===== src/rtl/time_fmt_m_if.sv =====
// time_fmt_m handshake + result bus.
// master: start/timestamp out; slave: busy/done/err/digits/pm out.
interface time_fmt_m_if #(
  parameter int TS_W = 17
);
  logic            start;
  logic [TS_W-1:0] timestamp;
  logic            busy;
  logic            done;
  logic            err;
  logic            hour_tens;
  logic [3:0]      hour_ones;
  logic [2:0]      min_tens;
  logic [3:0]      min_ones;
  logic [2:0]      sec_tens;
  logic [3:0]      sec_ones;
  logic            pm;

  modport master (
    output start, timestamp,
    input  busy, done, err, pm,
    input  hour_tens, hour_ones,
    input  min_tens, min_ones,
    input  sec_tens, sec_ones
  );

  modport slave (
    input  start, timestamp,
    output busy, done, err, pm,
    output hour_tens, hour_ones,
    output min_tens, min_ones,
    output sec_tens, sec_ones
  );
endinterface


===== src/rtl/time_fmt_m.sv =====
// Seconds-of-day -> 12h BCD formatter by repeated subtraction.
// Ports: clock, reset (sync, active high), bus (time_fmt_m_if.slave).
module time_fmt_m #(
  parameter int MAX_TS = 86399,
  parameter int TS_W   = 17
) (
  input logic        clock,
  input logic        reset,
  time_fmt_m_if.slave bus
);

  localparam logic [TS_W-1:0] MAX_V = TS_W'(MAX_TS);
  localparam logic [TS_W-1:0] HR_V  = TS_W'(3600);
  localparam logic [TS_W-1:0] MN_V  = TS_W'(60);

  typedef enum logic [1:0] {
    IDLE,
    HOURS,
    MINUTES,
    CONVERT
  } state_t;

  state_t state, state_nxt;

  logic [TS_W-1:0] rem;
  logic [4:0]      h24;
  logic [5:0]      mins;

  logic accept, reject;

  logic       busy_q, done_q, err_q, pm_q;
  logic       ht_q;
  logic [3:0] ho_q;
  logic [2:0] mt_q;
  logic [3:0] mo_q;
  logic [2:0] st_q;
  logic [3:0] so_q;

  logic       pm_nxt, ht_nxt;
  logic [4:0] h12;
  logic [3:0] ho_nxt;
  logic [2:0] mt_nxt;
  logic [3:0] mo_nxt;
  logic [2:0] st_nxt;
  logic [3:0] so_nxt;

  // Operands are always < 60, so a compare chain
  // replaces a divider.
  function automatic logic [6:0] bcd(
    input logic [5:0] v
  );
    logic [2:0] t;
    if (v >= 6'd50)      t = 3'd5;
    else if (v >= 6'd40) t = 3'd4;
    else if (v >= 6'd30) t = 3'd3;
    else if (v >= 6'd20) t = 3'd2;
    else if (v >= 6'd10) t = 3'd1;
    else                 t = 3'd0;
    return {t, 4'(v - 6'(t) * 6'd10)};
  endfunction

  assign accept = (state == IDLE) && bus.start
                  && (bus.timestamp <= MAX_V);
  assign reject = (state == IDLE) && bus.start
                  && (bus.timestamp > MAX_V);

  always_ff @(posedge clock) begin
    if (reset) state <= IDLE;
    else       state <= state_nxt;
  end

  always_comb begin
    state_nxt = state;
    case (state)
      IDLE:    if (accept)     state_nxt = HOURS;
      HOURS:   if (rem < HR_V) state_nxt = MINUTES;
      MINUTES: if (rem < MN_V) state_nxt = CONVERT;
      CONVERT: state_nxt = IDLE;
      default: state_nxt = IDLE;
    endcase
  end

  always_comb begin
    pm_nxt = (h24 >= 5'd12);
    h12    = h24;
    if (h24 == 5'd0)       h12 = 5'd12;
    else if (h24 > 5'd12)  h12 = h24 - 5'd12;
    ht_nxt = (h12 >= 5'd10);
    ho_nxt = 4'(h12 - (ht_nxt ? 5'd10 : 5'd0));
    {mt_nxt, mo_nxt} = bcd(mins);
    {st_nxt, so_nxt} = bcd(rem[5:0]);
  end

  always_ff @(posedge clock) begin
    if (reset) begin
      rem  <= '0;
      h24  <= '0;
      mins <= '0;
    end else begin
      case (state)
        IDLE: if (accept) begin
          rem  <= bus.timestamp;
          h24  <= '0;
          mins <= '0;
        end
        HOURS: if (rem >= HR_V) begin
          rem <= rem - HR_V;
          h24 <= h24 + 5'd1;
        end
        MINUTES: if (rem >= MN_V) begin
          rem  <= rem - MN_V;
          mins <= mins + 6'd1;
        end
        default: ;
      endcase
    end
  end

  always_ff @(posedge clock) begin
    if (reset) begin
      busy_q <= 1'b0;
      done_q <= 1'b0;
      err_q  <= 1'b0;
      pm_q   <= 1'b0;
      ht_q   <= 1'b1;
      ho_q   <= 4'd2;
      mt_q   <= 3'd0;
      mo_q   <= 4'd0;
      st_q   <= 3'd0;
      so_q   <= 4'd0;
    end else begin
      busy_q <= (state_nxt != IDLE);
      done_q <= (state == CONVERT) || reject;
      err_q  <= reject;
      if (state == CONVERT) begin
        pm_q <= pm_nxt;
        ht_q <= ht_nxt;
        ho_q <= ho_nxt;
        mt_q <= mt_nxt;
        mo_q <= mo_nxt;
        st_q <= st_nxt;
        so_q <= so_nxt;
      end
    end
  end

  assign bus.busy      = busy_q;
  assign bus.done      = done_q;
  assign bus.err       = err_q;
  assign bus.pm        = pm_q;
  assign bus.hour_tens = ht_q;
  assign bus.hour_ones = ho_q;
  assign bus.min_tens  = mt_q;
  assign bus.min_ones  = mo_q;
  assign bus.sec_tens  = st_q;
  assign bus.sec_ones  = so_q;

endmodule


===== src/flat_wrapper.sv =====
// flat-port wrapper written by rule: the top's interface ports become plain ports
module time_fmt_m_flat 
#(
  parameter int MAX_TS = 86399,
  parameter int TS_W   = 17
)
  (clock, reset, bus_start, bus_timestamp, bus_busy, bus_done, bus_err, bus_pm, bus_hour_tens, bus_hour_ones, bus_min_tens, bus_min_ones, bus_sec_tens, bus_sec_ones);
  time_fmt_m_if #(.TS_W(TS_W)) bus_i ();
  input logic clock;
  input logic reset;
  input wire logic [$bits(bus_i.start)-1:0] bus_start;
  input wire logic [$bits(bus_i.timestamp)-1:0] bus_timestamp;
  output wire logic [$bits(bus_i.busy)-1:0] bus_busy;
  output wire logic [$bits(bus_i.done)-1:0] bus_done;
  output wire logic [$bits(bus_i.err)-1:0] bus_err;
  output wire logic [$bits(bus_i.pm)-1:0] bus_pm;
  output wire logic [$bits(bus_i.hour_tens)-1:0] bus_hour_tens;
  output wire logic [$bits(bus_i.hour_ones)-1:0] bus_hour_ones;
  output wire logic [$bits(bus_i.min_tens)-1:0] bus_min_tens;
  output wire logic [$bits(bus_i.min_ones)-1:0] bus_min_ones;
  output wire logic [$bits(bus_i.sec_tens)-1:0] bus_sec_tens;
  output wire logic [$bits(bus_i.sec_ones)-1:0] bus_sec_ones;
  assign bus_i.start = bus_start;
  assign bus_i.timestamp = bus_timestamp;
  assign bus_busy = bus_i.busy;
  assign bus_done = bus_i.done;
  assign bus_err = bus_i.err;
  assign bus_pm = bus_i.pm;
  assign bus_hour_tens = bus_i.hour_tens;
  assign bus_hour_ones = bus_i.hour_ones;
  assign bus_min_tens = bus_i.min_tens;
  assign bus_min_ones = bus_i.min_ones;
  assign bus_sec_tens = bus_i.sec_tens;
  assign bus_sec_ones = bus_i.sec_ones;
  time_fmt_m #(.MAX_TS(MAX_TS), .TS_W(TS_W)) u_core (.clock(clock), .reset(reset), .bus(bus_i));
endmodule

===== config.mk =====
export PLATFORM = sky130hd
export DESIGN_NAME = time_fmt_m_flat
export DESIGN_NICKNAME = d
export VERILOG_FILES = /design/src/rtl/time_fmt_m_if.sv /design/src/rtl/time_fmt_m.sv /design/src/flat_wrapper.sv
export SDC_FILE = /design/constraint.sdc
export NUM_CORES = 1
export LEC_CHECK = 0
export ABC_CLOCK_PERIOD_IN_PS = 3000
export CAP_MARGIN = 30
export CORE_UTILIZATION = 51
export DETAILED_ROUTE_END_ITERATION = 12
export PLACE_DENSITY = 0.77
export SYNTH_ARGS = -nofsm -noshare
export SYNTH_HDL_FRONTEND = slang
export SYNTH_SLANG_ARGS = --single-unit

===== constraint.sdc =====
create_clock -name clock -period 3 [get_ports clock]
set_clock_uncertainty 0.2 [all_clocks]
set_input_delay 0.6 -clock clock [delete_from_list [all_inputs] [get_ports clock]]
set_output_delay 0.6 -clock clock [all_outputs]
set_load 0.02 [all_outputs]

==> run summary <==
Post-synth EDFFs: 0
Sequential share of the synthesized area: 29.1%
Reg2Reg Setup Slack: 0.19 ns
Max Root-Sink Buffers: 2
CP startpoint: u_core.mins[0]
Worst slack at placement: -0.0908 ns
FF-to-FF path depth: 12
GRT overflow: 0
Final Cycle Share: 93.8%
PnR worst setup slack: 0.186 ns
Cell mode on critical path: ha_1
Bufs and invs on worst path: 1
Detailed Route Iter0 Violations: 215
Finished Layout Cells: 592
HP Start: u_core.bus.min_tens[1]
# rows: 30
DR vias/cell: 5.98
Synth Warn #: 0
Worst Path Arrival: 2.83 ns
Syn nets: 504
Final Util: 62.4%
Die Y: 86.6 um
Worst VDD drop: 0.428 mV
Initial Util: 53.2%
Die X: 86.6 um
Hold Crit Class: register to register
Yosys reg bits: 53
Final hold viol count: 0
Post-synth top flop: dfxtp_1
Post-CTS Setup Bufs: 0
Vias in the first global route: 3289
Antenna cell count: 0
Cts repair resizes: 0
Largest net degree at the start of global routing: 28
Detailed placement HPWL: 6640 um
P per Cell Area: 883 nW/um^2
Drt pass-1 iters: 5
Die area: 7500 um^2
Share of layout cells above drive strength 1: 8.47%
Post-Syn Area: 3650 um^2
First-pass GRT wire length: 15300 um
Worst Max-Slew Pin Slew: 0.639 ns
Dpl cell area: 4190 um^2
Critical Path, Cell by Cell: inv_1 > ha_1 > nand2b_1 > o21ai_0 > a2111o_1 > a32oi_1 > ha_1 > fa_1 > xor2_1 > xnor2_1 > nor2_1 > a31o_2
Critical path class: register to register
I/O Pins: 43
Unique masters post-synth: 69
Clock Sinks: 53
Reg-to-Reg End: u_core.bus.min_ones[3]
Most frequent cells in the layout: 50 x dfxtp_1, 44 x nor2_1, 42 x clkdlybuf4s50_1
H-tree depth: 2
F_max: 355 MHz
Num CTS Buffers: 5
P_leak: 1.50 nW
Critical Path Max Stage Delay: 0.43 ns
Cells after DPL: 584
DR WL/cell: 15.1 um
Vias post-DR: 3543
Post-detailed-routing wire length: 8950 um
Gpl congestion: 0.966
Initial antenna violation count: 0
Final Slew Violations: 0
Outcome: finished, final reports clean
Largest delay share family, worst path: adder cells
Finish-stage setup viols: 0
CTS root buffer: clkbuf_8
Port Buf Inserts: 42
Worst skew pair latency: 0.31 ns
Slowest CP cell: dfxtp_1
Commonest non-fill, non-tap cell in the layout: dfxtp_1
Area grow syn2layout: 17.4%
GRT Total Usage: 25.5%
Hold EP: u_core.bus.min_tens[1]
DRC: 0
Slew headroom: 57.4%
Mapped Cells: 459
RSZ-0062 raised after global routing: false
Final Instance Area: 4290 um^2
Crit Path Max Fanout: 5
Critical R2R Launch: u_core.mins[0]
Fraction of registers with async set/reset: 0%
CTS clock-pin slew for the worst setup and hold paths: 0.10 ns
Max Cap Viol: 0
CP endpoint kind: register
Final Critical Period: 2.81 ns
Post-CTS Hold Buffers: 0
Core area: 6870 um^2
Hold path cells: 2
Mapped Avg Cell Area: 7.95 um^2
CP required: 3.02 ns
Post-route ant nets: 0
Post-layout net count: 540
TritonCTS clock tree: yes
Startpoint Class: register
-- cells in the mapped netlist (3+ instances only) --
library cell	instances	area share, %
dfxtp_1	53	29
nor2_1	44	4.5
nand2_1	39	4.0
a21oi_1	37	5.1
ha_1	23	7.9
inv_1	22	2.3
clkbuf_1	20	2.1
o21ai_0	18	2.5
a211oi_1	15	3.1
nand3_1	15	2.1
nor3_1	12	1.6
mux2i_1	10	2.7
xnor2_1	10	2.4
o211ai_1	8	1.6
buf_2	7	0.96
nand3b_1	7	1.4
a21boi_0	5	1.0
a32oi_1	5	1.2
nand4_1	5	0.86
nor2b_1	5	0.86
nor4_1	5	0.86
a211o_1	4	0.96
a22oi_1	4	0.82
a31oi_1	4	0.69
and2_1	4	0.69
nand2b_1	4	0.69
o21ai_1	4	0.55
o31ai_1	4	0.82
a21o_1	3	0.62
a221oi_1	3	0.72
buf_1	3	0.31
o22ai_1	3	0.51
o41ai_1	3	0.72
or2_1	3	0.51
xor2_1	3	0.72
-- registers in the layout, indices dropped and copies added (netlist names) --
name,flops
u_core.bus.min_ones,4
u_core.bus.pm,1
u_core.rem,17
u_core.state,2
u_core.bus.err,1
u_core.bus.done,1
u_core.bus.hour_tens,1
u_core.bus.hour_ones,4
u_core.h24,5
u_core.mins,6
u_core.bus.sec_tens,3
u_core.bus.min_tens,3
u_core.bus.busy,1
u_core.bus.sec_ones,4
-- power by group --
| part | internal (mW) | switching [mW] |
|---|---|---|
| Sequential | 0.847 | 0.217 |
| Clock | 0.165 | 0.247 |
| Combinational | 0.954 | 1.36 |
| Total | 1.97 | 1.82 |
-- worst reg2reg max path: stages (launching register included) --
cell and delay [ns]:
dfxtp_1 0.43, inv_1 0.11, ha_1 0.22, nand2b_1 0.14, o21ai_0 0.17, a2111o_1 0.16, a32oi_1 0.07, ha_1 0.22
fa_1 0.37, xor2_1 0.16, xnor2_1 0.21, nor2_1 0.06, a31o_2 0.21
-- logic make-up after synthesis --
kind of cell / synth area share [%]
AND/OR/NAND/NOR: 23.5
buffers and inverters: 6.31
adder cells (fa/ha/maj): 8.98
flip-flops: 29.1
multiplexers: 3.05
AO/OA/AOI/OAI: 26.0
XOR/XNOR: 3.12
-- per-layer routing --
layer	track usage [%]	wire [um]
met1	33.6	4020
met3	5.33	548
met2	41.3	4220
met4	9.09	157
met5	0	0
-- final cells by class --
| cell class | instances | area (um^2) |
|---|---|---|
| fillers | 603 | 2580 |
| multi-input cells | 351 | 2360 |
| flip-flops and latches | 53 | 1060 |
| repair buffers | 61 | 563 |
| well taps | 96 | 120 |
| inverters | 23 | 86.3 |
| clock buffers | 6 | 72.6 |
| clock inverters | 2 | 15.0 |
-- per-stage QoR --
| stage | total power, mW | hold WS (ns) | setup TNS [ns] |
|---|---|---|---|
| finish | 3.79 | 0.273 | 0 |
| global route | 4.10 | 0.296 | 0 |
| CTS | 3.76 | 0.274 | 0 |
| detailed placement | 3.34 | 0.261 | -0.300 |
| global placement | 3.27 | 0.259 | -0.0993 |
| floorplan | 2.72 | 0.262 | 0 |
-- worst max path at each step --
stage	cells after the start	endpoint	slack, ns
global placement	6	u_core.rem[10]	-0.05
floorplan	13	u_core.bus.sec_ones[3]	0.17
global route	11	u_core.bus.min_ones[3]	0.01
detailed placement	6	u_core.rem[10]	-0.09
finish	12	u_core.bus.min_ones[3]	0.19
CTS	12	u_core.bus.sec_ones[3]	0.09
Note: power is estimated with default switching activity, not from simulation.
